File: src/rtl/cnn_pkg.sv
// Types, widths and arithmetic helpers shared by the CNN datapath stages
// (convolution branch and the ReLU/max-pool stage).
package cnn_pkg;

    localparam int CNN_DATA_WIDTH     = 27;
    localparam int CNN_FRACTION_WIDTH = 8;
    localparam int CNN_ADDR_WIDTH     = 10;

    typedef logic signed [CNN_DATA_WIDTH-1:0] fixed_t;

    typedef enum logic [1:0] {
        StIdle,
        StActive,
        StFlush
    } pool_state_e;

    // Counter width for a modulo-n counter; never narrower than one bit.
    function automatic int cnt_width(input int n);
        return (n > 1) ? $clog2(n) : 1;
    endfunction

    function automatic fixed_t relu(input fixed_t x);
        return x[CNN_DATA_WIDTH-1] ? '0 : x;
    endfunction

    function automatic fixed_t fmax(input fixed_t a, input fixed_t b);
        return (a > b) ? a : b;
    endfunction

endpackage

File: src/rtl/pool_line_buffer.sv
// Holds the horizontal pair maxima of the even row of each pooling window
// until the matching odd row arrives. Contents are not reset.
module pool_line_buffer
    import cnn_pkg::*;
#(
    parameter int DEPTH     = 5,
    parameter int IDX_WIDTH = cnt_width(DEPTH)
) (
    input  logic                 clk,
    input  logic                 wr_en,
    input  logic [IDX_WIDTH-1:0] wr_idx,
    input  fixed_t               wr_data,
    input  logic [IDX_WIDTH-1:0] rd_idx,
    output fixed_t               rd_data
);

    fixed_t mem [DEPTH];

    always_ff @(posedge clk) begin
        if (wr_en) begin
            mem[wr_idx] <= wr_data;
        end
    end

    assign rd_data = mem[rd_idx];

endmodule

File: src/rtl/relu_maxpool_stage.sv
// Streaming ReLU followed by 2x2/stride-2 max-pooling over row-major,
// channel-by-channel conv results, with a single-slot output register.
module relu_maxpool_stage
    import cnn_pkg::*;
#(
    parameter int DATA_WIDTH         = CNN_DATA_WIDTH,
    parameter int FRACTION_WIDTH     = CNN_FRACTION_WIDTH,
    parameter int ADDR_WIDTH         = CNN_ADDR_WIDTH,
    parameter int CONV_RESULT_WIDTH  = 10,
    parameter int CONV_RESULT_HEIGHT = 10,
    parameter int CHANNEL_NUM        = 2
) (
    input  logic                  clk,
    input  logic                  reset,
    input  logic                  run,
    input  logic                  in_valid,
    output logic                  in_ready,
    input  logic [DATA_WIDTH-1:0] in_data,
    output logic                  out_valid,
    input  logic                  out_ready,
    output logic [DATA_WIDTH-1:0] out_data,
    output logic [ADDR_WIDTH-1:0] out_addr,
    output logic                  done
);

    localparam int PW       = CONV_RESULT_WIDTH / 2;
    localparam int PH       = CONV_RESULT_HEIGHT / 2;
    localparam int COL_W    = cnt_width(CONV_RESULT_WIDTH);
    localparam int ROW_W    = cnt_width(CONV_RESULT_HEIGHT);
    localparam int CH_W     = cnt_width(CHANNEL_NUM);
    localparam int LB_IDX_W = cnt_width(PW);

    localparam logic [COL_W-1:0] COL_LAST = COL_W'(CONV_RESULT_WIDTH - 1);
    localparam logic [ROW_W-1:0] ROW_LAST = ROW_W'(CONV_RESULT_HEIGHT - 1);
    localparam logic [CH_W-1:0]  CH_LAST  = CH_W'(CHANNEL_NUM - 1);

    // The datapath works on the shared fixed-point type; the fraction is carried unchanged.
    if (DATA_WIDTH != CNN_DATA_WIDTH) begin : g_width_check
        $error("DATA_WIDTH must equal the cnn_pkg fixed_t width");
    end
    if (FRACTION_WIDTH >= DATA_WIDTH) begin : g_frac_check
        $error("FRACTION_WIDTH must leave at least one integer bit");
    end

    pool_state_e          state;
    logic [COL_W-1:0]     col;
    logic [ROW_W-1:0]     row;
    logic [CH_W-1:0]      ch;

    fixed_t               r;
    fixed_t               hmax;
    fixed_t               pair;
    fixed_t               lb_rd;
    logic [LB_IDX_W-1:0]  lb_idx;
    logic                 xfer;
    logic                 last_in;
    logic                 lb_we;
    logic                 win_load;
    logic [ADDR_WIDTH-1:0] addr_calc;

    assign in_ready = (state == StActive) && (!out_valid || out_ready);
    assign xfer     = in_valid && in_ready;
    assign last_in  = (col == COL_LAST) && (row == ROW_LAST) && (ch == CH_LAST);

    assign r    = relu(fixed_t'(in_data));
    assign pair = fmax(hmax, r);

    // An odd col/row is always inside the pooled area, so a trailing odd-sized
    // column or row can never complete a window; it is simply consumed.
    assign lb_we    = xfer && col[0] && !row[0];
    assign win_load = xfer && col[0] && row[0];
    assign lb_idx   = LB_IDX_W'(col >> 1);

    assign addr_calc = ADDR_WIDTH'(ch) * ADDR_WIDTH'(PW * PH)
                     + ADDR_WIDTH'(row >> 1) * ADDR_WIDTH'(PW)
                     + ADDR_WIDTH'(col >> 1);

    pool_line_buffer #(
        .DEPTH     (PW),
        .IDX_WIDTH (LB_IDX_W)
    ) u_line_buf (
        .clk     (clk),
        .wr_en   (lb_we),
        .wr_idx  (lb_idx),
        .wr_data (pair),
        .rd_idx  (lb_idx),
        .rd_data (lb_rd)
    );

    always_ff @(posedge clk or negedge reset) begin
        if (!reset) begin
            state <= StIdle;
            col   <= '0;
            row   <= '0;
            ch    <= '0;
            done  <= 1'b0;
        end else begin
            done <= 1'b0;
            case (state)
                StIdle: begin
                    if (run) begin
                        state <= StActive;
                        col   <= '0;
                        row   <= '0;
                        ch    <= '0;
                    end
                end
                StActive: begin
                    if (xfer) begin
                        if (last_in) begin
                            state <= StFlush;
                            col   <= '0;
                            row   <= '0;
                            ch    <= '0;
                        end else if (col == COL_LAST) begin
                            col <= '0;
                            if (row == ROW_LAST) begin
                                row <= '0;
                                ch  <= ch + 1'b1;
                            end else begin
                                row <= row + 1'b1;
                            end
                        end else begin
                            col <= col + 1'b1;
                        end
                    end
                end
                StFlush: begin
                    if (!out_valid || out_ready) begin
                        state <= StIdle;
                        done  <= 1'b1;
                    end
                end
                default: state <= StIdle;
            endcase
        end
    end

    always_ff @(posedge clk or negedge reset) begin
        if (!reset) begin
            hmax <= '0;
        end else if (xfer && !col[0]) begin
            hmax <= r;
        end
    end

    // A reload in the same cycle as a drain keeps out_valid high.
    always_ff @(posedge clk or negedge reset) begin
        if (!reset) begin
            out_valid <= 1'b0;
            out_data  <= '0;
            out_addr  <= '0;
        end else if (win_load) begin
            out_valid <= 1'b1;
            out_data  <= fmax(lb_rd, pair);
            out_addr  <= addr_calc;
        end else if (out_ready) begin
            out_valid <= 1'b0;
        end
    end

endmodule

File: config.mk
export PLATFORM = sky130hd
export DESIGN_NAME = relu_maxpool_stage
export DESIGN_NICKNAME = d
export VERILOG_FILES = /design/src/rtl/cnn_pkg.sv /design/src/rtl/pool_line_buffer.sv /design/src/rtl/relu_maxpool_stage.sv
export SDC_FILE = /design/constraint.sdc
export NUM_CORES = 1
export LEC_CHECK = 0
export ABC_AREA = 1
export ABC_CLOCK_PERIOD_IN_PS = 5400
export CAP_MARGIN = 30
export CORE_MARGIN = 2
export CORE_UTILIZATION = 30
export CTS_CLUSTER_SIZE = 25
export DETAILED_ROUTE_END_ITERATION = 6
export SLEW_MARGIN = 20
export SYNTH_ARGS = -nofsm -noshare
export SYNTH_HDL_FRONTEND = slang
export SYNTH_SLANG_ARGS = --single-unit
File: constraint.sdc
create_clock -name clk -period 5.4 [get_ports clk]
set_clock_uncertainty 0.05 [all_clocks]
set_input_delay 1.08 -clock clk [delete_from_list [all_inputs] [get_ports clk]]
set_output_delay 1.08 -clock clk [all_outputs]
set_load 0.02 [all_outputs]
### After elaboration in Yosys (flattened, before gate mapping)

Memories as Yosys holds them, arrays and structs flattened.
Cells that the tools add are included.

| storage, ports and cells | value |
|---|---|
| input port bits | 32 |
| register bits after elaboration | 77 |
| memories kept | 1 |
| RAM bits | 135 |
| output and inout bits | 40 |

Memory list:

| name | depth | width | read ports | clocked after memory_dff | write ports | RTL line | text |
|---|---|---|---|---|---|---|---|
| u_line_buf.mem | 5 | 27 | 1 | 0 | 1 | pool_line_buffer.sv:17 | `fixed_t mem [DEPTH];` |

| operators by class | value |
|---|---|
| equality and inequality tests | 10 |
| reductions and logical operators | 19 |
| multiply operators | 2 |
| multiplexer cells | 30 |
| add/subtract/negate cells | 5 |
| $lt $le $gt $ge | 2 |

Operators by type and width:

| cell | count |
|---|---|
| $gt 27x27->1 | 2 |
| $mux 27 | 2 |
| $mux 4 | 8 |
| $mux 26 | 1 |
| $pmux 4 s2 | 2 |
| $mux 1 | 11 |
| $add 4x1->4 const B | 2 |
| $add 7x3->8 | 1 |
| $eq 4x4->1 const B | 2 |
| $logic_and 1x1->1 | 8 |
| $mux 2 | 4 |
| $ne 2x2->1 const B | 4 |
| $reduce_and 4->1 | 2 |
| $add 6x6->7 | 1 |
| $mul 1x5->6 const B | 1 |
| $mul 3x3->6 const B | 1 |
| $ne 3x2->1 const B | 2 |
| $pmux 2 s3 | 1 |
| $reduce_and 5->1 | 1 |
| $reduce_bool 2->1 | 2 |
| $logic_not 1->1 | 3 |
| $reduce_and 3->1 | 1 |
| $eq 2x1->1 const B | 1 |
| $eq 2x2->1 const B | 1 |
| 4 further kinds | 4 |

### Depth between registers and ports, before layout

| logic depth | value |
|---|---|
| depth after elaboration | 8 |
| mapped depth | 32 |

### Cells and area by module

From an unflattened synthesis, not the netlist that was laid out.

| second synthesis, totals | value |
|---|---|
| cell total of the unflattened synthesis | 1397 |
| area, all modules | 11761.3 um^2 |

By module, submodules not included:

| module | times used | cells an instance | sequential area each (um^2) | area each (um^2) |
|---|---|---|---|---|
| relu_maxpool_stage | 1 | 849 | 1826.8 | 5988.2 |
| pool_line_buffer | 1 | 548 | 4053.9 | 5773.0 |

### Least setup slack after synthesis

OpenSTA, ideal clock, no wires.

| path | value |
|---|---|
| path type | input-to-reg |
| start | in out_ready |
| end | mem u_line_buf.mem[4][0] in the netlist's numbering, enable pin |
| data arrival time | 4.227 ns |
| library setup time | 0.475 ns |
| required time | 4.875 ns |
| stages | 6 |
| setup slack | 0.648 ns |
| path through | nor2_1 nor2_2 nand2_1 nor2_2 nand2_1 nor4_1 |

| between the ends | value |
|---|---|
| word-level cells in the longest chain between the ends | 7 |

Ends and longest elaborated chain:

| what | RTL line | text |
|---|---|---|
| from (decl) | relu_maxpool_stage.sv:20 | `input logic out_ready,` |
| $logic_or 1x1->1 | relu_maxpool_stage.sv:61 | `assign in_ready = (state == StActive) && (!out_valid \|\| out_ready);` |
| $logic_and 1x1->1 | relu_maxpool_stage.sv:61 |  |
| net in_ready | relu_maxpool_stage.sv:17 | `output logic in_ready,` |
| $logic_and 1x1->1 | relu_maxpool_stage.sv:62 | `assign xfer = in_valid && in_ready;` |
| $logic_and 1x1->1 (2 in series) | relu_maxpool_stage.sv:70 | `assign lb_we = xfer && col[0] && !row[0];` |
| $mux 1 | pool_line_buffer.sv:20 | `if (wr_en) begin` |
| $mux 1 (implied by the code) | pool_line_buffer.sv:21 | `mem[wr_idx] <= wr_data;` |
| to (decl) | pool_line_buffer.sv:17 |  |

The timed path passes the listed nets, and every way through them passes these cells.

### Worst setup path after layout

| path | value |
|---|---|
| start | in in_data[26] |
| end | reg out_data[22] |

| between the ends | value |
|---|---|
| word-level cells in the longest chain between the ends | 5 |

Ends and longest elaborated chain:

| what | RTL line | text |
|---|---|---|
| from (decl) | relu_maxpool_stage.sv:18 | `input logic [DATA_WIDTH-1:0] in_data,` |
| $mux 26 (*) | cnn_pkg.sv:23 | `return x[CNN_DATA_WIDTH-1] ? '0 : x;` |
| $gt 27x27->1 | cnn_pkg.sv:27 | `return (a > b) ? a : b;` |
| $mux 27 (*) | cnn_pkg.sv:27 |  |
| net pair[17] | relu_maxpool_stage.sv:52 | `fixed_t pair;` |
| $gt 27x27->1 (*) | cnn_pkg.sv:27 |  |
| $mux 27 (*) | cnn_pkg.sv:27 |  |
| to (signal assigned) | relu_maxpool_stage.sv:155 | `out_data <= fmax(lb_rd, pair);` |
| to (decl) | relu_maxpool_stage.sv:21 | `output logic [DATA_WIDTH-1:0] out_data,` |

Mark *: on every way through the listed nets, which the timed path passes. The rest lies on a longest branch.
A chain may end at the register's enable or synchronous reset.

==> implementation parameters <==
Parameter                              Value

Run status
  Run status    finished clean

Place
  Post-detailed-placement half-perimeter wirelength    18500 um
  Placed instance area    0.01191 mm^2
  Post-placement worst setup slack    -0.007481 ns
  Cell Count Post-Placement    1733
  GP Congestion    0.8711
  Quantity of I/O buffers inserted on ports    67

Power and ir drop
  Static Leakage    5.967 nW
  Overall Power    6.794 mW
  Cell area power density    539.6 mW/mm^2
  IR Drop Worst-Case VDD    0.2927 mV

Worst setup path
  Slowest cell on the critical path    sky130_fd_sc_hd__clkdlybuf4s50_1
  Cell family with most CP delay    simple AND/OR/NAND/NOR gates
  Launch instance of the worst register-to-register path    hmax[10]
  Maximum fanout along the worst path    26
  Critical setup path kind    input port to register
  Type of origin of the critical path    input port
  Critical path's most frequent cell    sky130_fd_sc_hd__nand2_1
  CP arrival    5.21 ns
  Worst Path Buf+Inv    9
  CP peak stage delay    0.43 ns
  Kind of end point of the critical path    register
  Launch point of the worst path    in_data[26]
  Data required time at the worst endpoint    5.72 ns

Clock network
  Clock tree from TritonCTS    yes
  CTS max path bufs    3
  CTS root buffer    sky130_fd_sc_hd__clkbuf_16
  Cts bufs inserted    21
  Clk sink count    202
  Source-to-sink clock delay at the later pin of the worst-skew pair    0.51 ns
  CTS Hold Bufs    0
  Buffers inserted during post-CTS setup optimization    0
  Clock-pin slew on the worst setup and hold paths    0.06 ns
  Resized Gates After CTS    0
  H-tree depth    1

Timing
  Slew at the pin closest to its max-slew limit    0.8809 ns
  Setup repair after global routing missed its margin    no
  Headroom to the max-slew limit    41.27%
  Fmax    204.6 MHz
  Fin crit period    4.887 ns
  Final setup violation count    0
  Final TNS setup    0 ns
  Final critical-path setup slack    0.5134 ns
  Hold_ws    0.3477 ns
  Hold violation count in the final report    0
  Final cycle utilization of the critical path    90.49%
  Max Slew Vio Count    0

Global routing
  Vias in the first global route    7793
  Initial antenna violation count    0
  Pin count of the biggest net entering global routing    66
  Total routing usage reported by global routing    14.64%
  First-pass GRT wire length    42490 um
  Grt total ovfl    0

Finish
  Finished Core Util    35.66%
  Final antenna diode count    0
  Final std cell area, no fill    0.01259 mm^2
  Layout filler cell count    3558
  Number of standard cells in the layout, taps in and fillers out    1771
  Proportion of layout cells with a drive suffix above 1    6.489%
  Number of nets in the layout    1396
  Synthesis-to-layout area growth    17.67%

Route
  Detail-routed via count per cell    4.586
  Number of nets with antenna violations after routing    0
  Routed WL per cell    14.91 um
  Pre-antenna DRT Iters    7
  Number of DRC violations after detailed-routing iteration 0    449
  Routed via count    8122
  Total wirelength of the detailed-routed design    26400 um
  DRC Markers    0

Hold path
  Class of the tightest hold or removal check    input port to async pin

Die
  Total Die Area    0.03720 mm^2
  Row cnt    69
  Area of the core    0.03531 mm^2
  DIE HEIGHT    192.9 um
  Horizontal die dimension    192.9 um
  Number of placed I/O pins    72
  Starting density of the core    30.30%

Synthesis
  Mean instance size in the synthesized netlist    8.764 um^2
  Flip-flop and latch count after synthesis    202
  Synthesized area    0.01070 mm^2
  Number of warnings issued by yosys    0
  Sequential area share after synthesis    53.32%
  Fraction of registers with async set/reset    35.64%
  Synthesized instance count    1221
  Number of enable-type register cells in the synthesized netlist    130
  Dominant register cell in the synthesized netlist    sky130_fd_sc_hd__edfxtp_1
  Number of different library cells in the post-synthesis netlist    38

Flow run
  Max-Cap Viols    0
==> cell usage after synthesis, types with 2 or more instances <==
cell                       instances  share of area [%]
sky130_fd_sc_hd__a21o_1            4               0.28
sky130_fd_sc_hd__a21oi_1          23                1.1
sky130_fd_sc_hd__buf_2            13               0.61
sky130_fd_sc_hd__buf_4            12               0.84
sky130_fd_sc_hd__buf_6             6               0.63
sky130_fd_sc_hd__clkbuf_1         13               0.46
sky130_fd_sc_hd__clkinv_1          6               0.21
sky130_fd_sc_hd__dfrtp_1          72                 17
sky130_fd_sc_hd__edfxtp_1        130                 36
sky130_fd_sc_hd__fa_1              4               0.75
sky130_fd_sc_hd__ha_1             64                7.5
sky130_fd_sc_hd__inv_1           154                5.4
sky130_fd_sc_hd__inv_2             4               0.14
sky130_fd_sc_hd__nand2_1         426                 15
sky130_fd_sc_hd__nand2_2           5               0.29
sky130_fd_sc_hd__nand3_1         131                6.1
sky130_fd_sc_hd__nand3_2           2               0.19
sky130_fd_sc_hd__nand4_1           7               0.41
sky130_fd_sc_hd__nor2_1           66                2.3
sky130_fd_sc_hd__nor2_2            2               0.12
sky130_fd_sc_hd__nor3_1           12               0.56
sky130_fd_sc_hd__nor3_2            4               0.37
sky130_fd_sc_hd__nor4_1            4               0.23
sky130_fd_sc_hd__o21ai_0          40                1.9
sky130_fd_sc_hd__o22ai_1           3               0.18
sky130_fd_sc_hd__xor2_1            2               0.16
==> registers in the layout, summed over array words and instances, names as in the netlist <==
name and flops:
row 4, out_data 26, done 1, state 2
u_line_buf.mem 130, out_valid 1, col 4, ch 1
out_addr 7, hmax 26
==> logic make-up after synthesis <==
group                      after synthesis  share of synthesized area, %
and+or+nand+nor                        666                         26.29
buffers and inverters                  209                         8.337
xor gates and xnor gates                 2                        0.1637
adders and majority gates               68                         8.232
other                                    1                       0.03505
DFF                                    202                         53.32
AOI/OAI and AO/OA                       73                         3.625
==> cell type report <==
class	instances	area (um^2)	area share [%]
clock inverter	12	116.4	0.9242
clock buffer	25	540.5	4.293
tap	461	576.8	4.581
inverter	165	620.6	4.929
multi-input combinational	813	4143	32.90
timing repair buffer	93	888.4	7.056
sequential	202	5705	45.31
==> worst paths after layout <==
path | cells after the start | endpoint | slack, ns
max | 30 | out_data[22] | 0.51
min | 1 | out_addr[5] | 0.35
max reg2reg | 26 | out_data[22] | 1.63
min reg2reg | 2 | out_addr[5] | 0.43
max in group asynchronous | 2 | hmax[15] | 3.88
min in group clk | 2 | out_addr[5] | 0.43
==> layer usage <==
metal  vias up  routed length [um]  GRT usage (%)
met1      3812               12390          20.17
met3        40                1170          1.982
met2       181               12120          23.70
li1       4089                   -              -
met5         -                   0              0
met4         0                 724          4.815
==> layout by cell type (no fill, tap or decap), types with 2 or more instances in the layout <==
cell type                         Yosys  routed
sky130_fd_sc_hd__nand3_1            131     131
sky130_fd_sc_hd__clkbuf_16            0      21
sky130_fd_sc_hd__buf_4               12      25
sky130_fd_sc_hd__nor2_1              66      64
sky130_fd_sc_hd__o22ai_1              3       3
sky130_fd_sc_hd__nor4_2               1       4
sky130_fd_sc_hd__nand2_1            426     426
sky130_fd_sc_hd__nor2_2               2       3
sky130_fd_sc_hd__nor3_2               4       4
sky130_fd_sc_hd__clkbuf_1            13       4
sky130_fd_sc_hd__clkdlybuf4s50_1      0      66
sky130_fd_sc_hd__fa_1                 4       4
sky130_fd_sc_hd__o21ai_0             40      40
sky130_fd_sc_hd__nor3_1              12      12
sky130_fd_sc_hd__edfxtp_1           130     130
sky130_fd_sc_hd__xor2_1               2       2
sky130_fd_sc_hd__ha_1                64      64
sky130_fd_sc_hd__inv_1              154     154
sky130_fd_sc_hd__nand2_2              5       5
sky130_fd_sc_hd__dfrtp_1             72      72
sky130_fd_sc_hd__nand4_1              7       7
sky130_fd_sc_hd__a21oi_1             23      23
sky130_fd_sc_hd__inv_2                4       4
sky130_fd_sc_hd__clkinv_1             6       9
sky130_fd_sc_hd__conb_1               1       4
sky130_fd_sc_hd__clkinv_2             1       5
sky130_fd_sc_hd__a21o_1               4       4
sky130_fd_sc_hd__buf_12               0       2
sky130_fd_sc_hd__nor2_4               1       2
sky130_fd_sc_hd__inv_6                0       2
sky130_fd_sc_hd__nand3_2              2       2
sky130_fd_sc_hd__bufinv_16            0       2
==> report_power, final <==
part	internal (mW)	total [mW]	leakage (nW)	switching [mW]
Combinational	1.12	3.16	3.51	2.03
Clock	0.814	1.41	0.321	0.596
Sequential	2.04	2.23	2.14	0.188
Total	3.98	6.79	5.97	2.82
Note: power is estimated with default switching activity, not from simulation.
